--- src/rtl/branch_predict_unit.sv ---
// Bimodal branch predictor: 2^IDX_W two-bit saturating counters, registered decode-stage prediction,
// saturating mispredict counter. Define BPU_GSHARE_EN to XOR a global history register into the index.
module branch_predict_unit #(
  parameter int IDX_W = 6,
  parameter int GHR_W = 6
) (
  input  logic             clk,
  input  logic             rst,
  input  logic [31:0]      pcF,
  input  logic             stallD,
  input  logic             flushD,
  output logic             predictD,
  output logic [IDX_W-1:0] idxD,
  input  logic             update_en,
  input  logic [IDX_W-1:0] update_idx,
  input  logic             update_taken,
  input  logic             update_pred,
  output logic             predict_wrong,
  output logic [31:0]      miss_cnt
);

  localparam int ENTRIES = 1 << IDX_W;

  typedef enum logic [1:0] {
    STRONG_NT = 2'b00,
    WEAK_NT   = 2'b01,
    WEAK_T    = 2'b10,
    STRONG_T  = 2'b11
  } ctr_t;

  ctr_t             pht [ENTRIES];
  logic [IDX_W-1:0] lookupIdx;
  logic [31:0]      missCnt;

`ifdef BPU_GSHARE_EN
  logic [GHR_W-1:0] ghr;

  assign lookupIdx = pcF[IDX_W+1:2] ^ IDX_W'(ghr);

  // Shift left, newest outcome enters at bit 0; the cast keeps the low GHR_W bits.
  always_ff @(posedge clk or posedge rst) begin
    if (rst)            ghr <= '0;
    else if (update_en) ghr <= GHR_W'({ghr, update_taken});
  end
`else
  assign lookupIdx = pcF[IDX_W+1:2];
`endif

  assign predict_wrong = update_en & (update_pred != update_taken);
  assign miss_cnt      = missCnt;

  // NOTE: the table is flop-based so every entry can be reset to weakly not-taken; a RAM macro could not be.
  always_ff @(posedge clk or posedge rst) begin
    if (rst) begin
      for (int i = 0; i < ENTRIES; i++) pht[i] <= WEAK_NT;
    end else if (update_en) begin
      if (update_taken && pht[update_idx] != STRONG_T)
        pht[update_idx] <= ctr_t'(pht[update_idx] + 2'd1);
      else if (!update_taken && pht[update_idx] != STRONG_NT)
        pht[update_idx] <= ctr_t'(pht[update_idx] - 2'd1);
    end
  end

  // NOTE: state registers use non-blocking assignments so every flop samples pre-edge values.
  // Reading the table before this edge's write gives the pre-update counter; there is no bypass.
  always_ff @(posedge clk or posedge rst) begin
    if (rst) begin
      predictD <= 1'b0;
      idxD     <= '0;
    end else if (flushD) begin
      predictD <= 1'b0;
      idxD     <= '0;
    end else if (!stallD) begin
      predictD <= pht[lookupIdx][1];
      idxD     <= lookupIdx;
    end
  end

  always_ff @(posedge clk or posedge rst) begin
    if (rst)                                          missCnt <= '0;
    else if (predict_wrong && missCnt != 32'hFFFF_FFFF) missCnt <= missCnt + 32'd1;
  end

endmodule

--- config.mk ---
export PLATFORM = sky130hd
export DESIGN_NAME = branch_predict_unit
export DESIGN_NICKNAME = d
export VERILOG_FILES = /design/src/rtl/branch_predict_unit.sv
export SDC_FILE = /design/constraint.sdc
export NUM_CORES = 1
export LEC_CHECK = 0
export ABC_AREA = 1
export BUFFER_PORTS_ARGS = -buffer_cell sky130_fd_sc_hd__buf_2
export CAP_MARGIN = 10
export CORE_MARGIN = 2
export CORE_UTILIZATION = 33
export CTS_BUF_LIST = sky130_fd_sc_hd__clkbuf_16
export CTS_CLUSTER_SIZE = 8
export DETAILED_ROUTE_END_ITERATION = 16
export PLACE_DENSITY = 0.6
export SLEW_MARGIN = 15
export SYNTH_ARGS = -nofsm -noshare
export SYNTH_HDL_FRONTEND = slang
export SYNTH_SLANG_ARGS = --single-unit
--- constraint.sdc ---
create_clock -name clk -period 10.5 [get_ports clk]
set_input_delay 1.05 -clock clk [delete_from_list [all_inputs] [get_ports clk]]
set_output_delay 1.05 -clock clk [all_outputs]
set_load 0.01 [all_outputs]
==> results by group <==
Global routing
  • Largest net degree at the start of global routing: 93
  • GRT Util Overall: 19.4%
  • Global route overflow: 0
  • Global-route wire length before repair: 47.3 mm
  • Antenna violations before repair: 0
  • Vias in the first global route: 8924

Clock network
  • Clock sink count: 167
  • CTS Buf Count: 17
  • CTS tree: yes
  • CTS Root Cell: clkbuf_16
  • Postcts setup bufs: 0
  • CTS H-tree depth: 4
  • Clk slew on worst S/H paths: 0.07 ns
  • Post-CTS sizing: 0
  • Max Root-Sink Buffers: 2
  • # hold bufs at CTS: 0
  • Worst skew pair latency: 0.43 ns

Logic synthesis
  • Post-synthesis sequential area ratio: 44.0%
  • Synthesized area: 9690 um^2
  • Main synth FF type: dfrtp_1
  • #FFs+latches synth: roughly 170
  • Yosys cell types: 26
  • FFs w/ async S/R, synth: 100%
  • EDFF count, synth: 0
  • Post-Syn Nets: roughly 1500
  • Gate Count Post-Synth: 1421
  • Synthesized area per cell: 6.82 um^2
  • Synthesis warning total: 0

Place
  • Detailed Place HPWL: 17.7 mm
  • Placed Area: 10200 um^2
  • Cell count after placement: between 1500 and 2000
  • Setup WS pre-CTS: ~5.3 ns
  • Gpl congestion: between 0.8 and 0.9
  • Port bufs: 58

Floorplan
  • Die width: 175 um
  • Core area: 28800 um^2
  • Initial core utilization: 33.7%
  • # rows: 62
  • Die area: 30700 um^2
  • Ports: 85
  • Die Height: 175 um

Finish
  • Final non-filler cell area: between 10000 and 15000 um^2
  • Post-layout util: a little under two fifths
  • Area Growth Syn to Fin: 11.8%
  • Fin nets: about 1500
  • Fill cells: 3033
  • Ratio of cells with drive above 1 in the final layout: a little under an eighth
  • # diodes: 0
  • Commonest non-fill, non-tap cell in the layout: nand2_1
  • Final std cells w/o fill: approximately 1800
  • Leading cell types in the layout, fill and taps excluded: 571 x nand2_1, 138 x inv_1, 130 x nand3_1, 110 x nor2_1, 104 x o21ai_0

Routing
  • Total Wirelength: ~29 mm
  • Drt first pass iters: 6
  • Drt drc: 0
  • DR vias/cell: 4.95
  • Met3 wire length: between 2 and 2.5 mm
  • Vias after detailed routing: 9121
  • WL met1: 13.1 mm
  • Post-DRT Antenna Nets: 0
  • Top layer in use: met4
  • Initial DRC Count: 768
  • Per-cell routed wire length: 15.7 um
  • Metal2 WL: 13.1 mm

Critical path
  • CP required: roughly 11 ns
  • Critical Path Fanout Max: 60
  • Arrival time of the worst setup path: ~5.1 ns
  • CP Class: input port to register
  • Startpoint types: input port
  • Critical Path Sink Type: register

Power
  • Pint: 1.23 mW
  • Leakage: 4.85 nW
  • PD cells: 166 nW/um^2
  • Power share of the combinational group: 17.4%
  • Total power: ~1.8 mW
  • Max VDD drop: a little under 0.1 mV
  • Switch Pwr: around 0.57 mW
  • Sw frac: a little under a third
  • Clk pwr share: 37.5%
  • Register share of total power: 45.1%

STA
  • Final slew viol count: 0
  • Worst-Margin Slew: 1.17 ns
  • TNS Setup: 0 ns
  • Final period utilization: a little under half
  • RSZ-0062 raised after global routing: no
  • Fin. Hold Viols: 0
  • Fmax: slightly above 200 MHz
  • Crit path time final: 4.81 ns
  • Worst hold slack: 0.465 ns
  • Final setup violation count: 0
  • Setup Skew: 0.0149 ns
  • Slew margin rel.: between 20% and 30%
  • Final worst slack: 5.69 ns

Status
  • Status: completed

Worst hold path
  • Hold/Removal Path Class: register to register

Flow run
  • MaxCap Viol Count: 0
-- worst paths after layout --
kind                               start           to  slack [ns]  depth (start not counted)
setup / recovery           update_idx[0]     pht[119]        5.69                         23
hold / removal                  register     register        0.47                          2
setup reg to reg                 pht[23]     pht[119]        7.40                         20
hold reg to reg                 register     register        0.47                          2
max in group asynchronous            rst  miss_cnt[0]        8.19                          3
min in group asynchronous            rst       pht[3]        0.79                          2
-- power by group through the flow --
| stage | sequential, mW | combinational (mW) | clock, mW |
|---|---|---|---|
| after global routing | 0.825 | 0.356 | 0.711 |
| after floorplan | 0.813 | 0.214 | 0 |
| after detailed placement | 0.822 | 0.314 | 0 |
| final | 0.812 | 0.313 | 0.674 |
| after CTS | 0.811 | 0.315 | 0.686 |
| after global placement | 0.820 | 0.308 | 0 |
-- layout make-up --
class	count	area (um^2)	share of cell area, %
Multi-Input combinational cell	1052	4590	42.4
Inverter	143	542	5.00
Timing Repair Buffer	65	343	3.16
Clock buffer	17	425	3.93
Sequential cell	167	4260	39.3
Tap cell	384	480	4.44
Clock inverter	15	193	1.78
-- per-layer routing --
layer / GRT usage [%] / vias up
li1: - / 4517
met1: 25.8 / 4241
met2: 31.2 / 313
met3: 3.90 / 50
met4: 7.29 / 0
met5: 0 / -
-- cell families (layout without fill, tap and decap cells) --
| group | after synthesis | in the layout | share of synthesized area (%) |
|---|---|---|---|
| AOI/OAI and AO/OA | 165 | 165 | 8.60 |
| xor gates and xnor gates | 28 | 28 | 2.53 |
| and+or+nand+nor | 856 | 856 | 35.6 |
| adders and majority gates | 3 | 3 | 0.387 |
| buffers and inverters | 202 | 240 | 8.89 |
| DFF | 167 | 167 | 44.0 |
-- cells in the mapped netlist (all sizes together) (9+ instances only) --
| library cell | count | area, um^2 |
|---|---|---|
| dfstp | 64 | 1680 |
| nor3 | 26 | 130 |
| clkbuf | 19 | 71.3 |
| dfrtp | 103 | 2580 |
| nand2 | 572 | 2150 |
| inv | 140 | 526 |
| a21oi | 48 | 240 |
| nor2 | 112 | 420 |
| xor2 | 21 | 184 |
| nand4 | 9 | 56.3 |
| o21ai | 111 | 556 |
| buf | 40 | 253 |
| nand3 | 130 | 651 |
-- critical path, cell delays in order --
cell     delay (ns)
buf_2          0.07
buf_4          0.59
inv_2          0.67
nand2_1        0.22
a21oi_1        0.08
or2_2          0.31
nand2_1        0.06
nand2_1        0.09
nand2_1        0.07
nand2_1        0.04
nor2_1         0.19
nand3_1        0.12
ha_1           0.20
inv_1          0.06
nand2_1        0.08
o21ai_0        0.09
nand2_1        0.20
nor2_1         0.13
inv_1          0.26
nor2_1         0.24
inv_1          0.10
nand2_1        0.06
o21ai_0        0.07
Power figures use the tool's default switching activity.
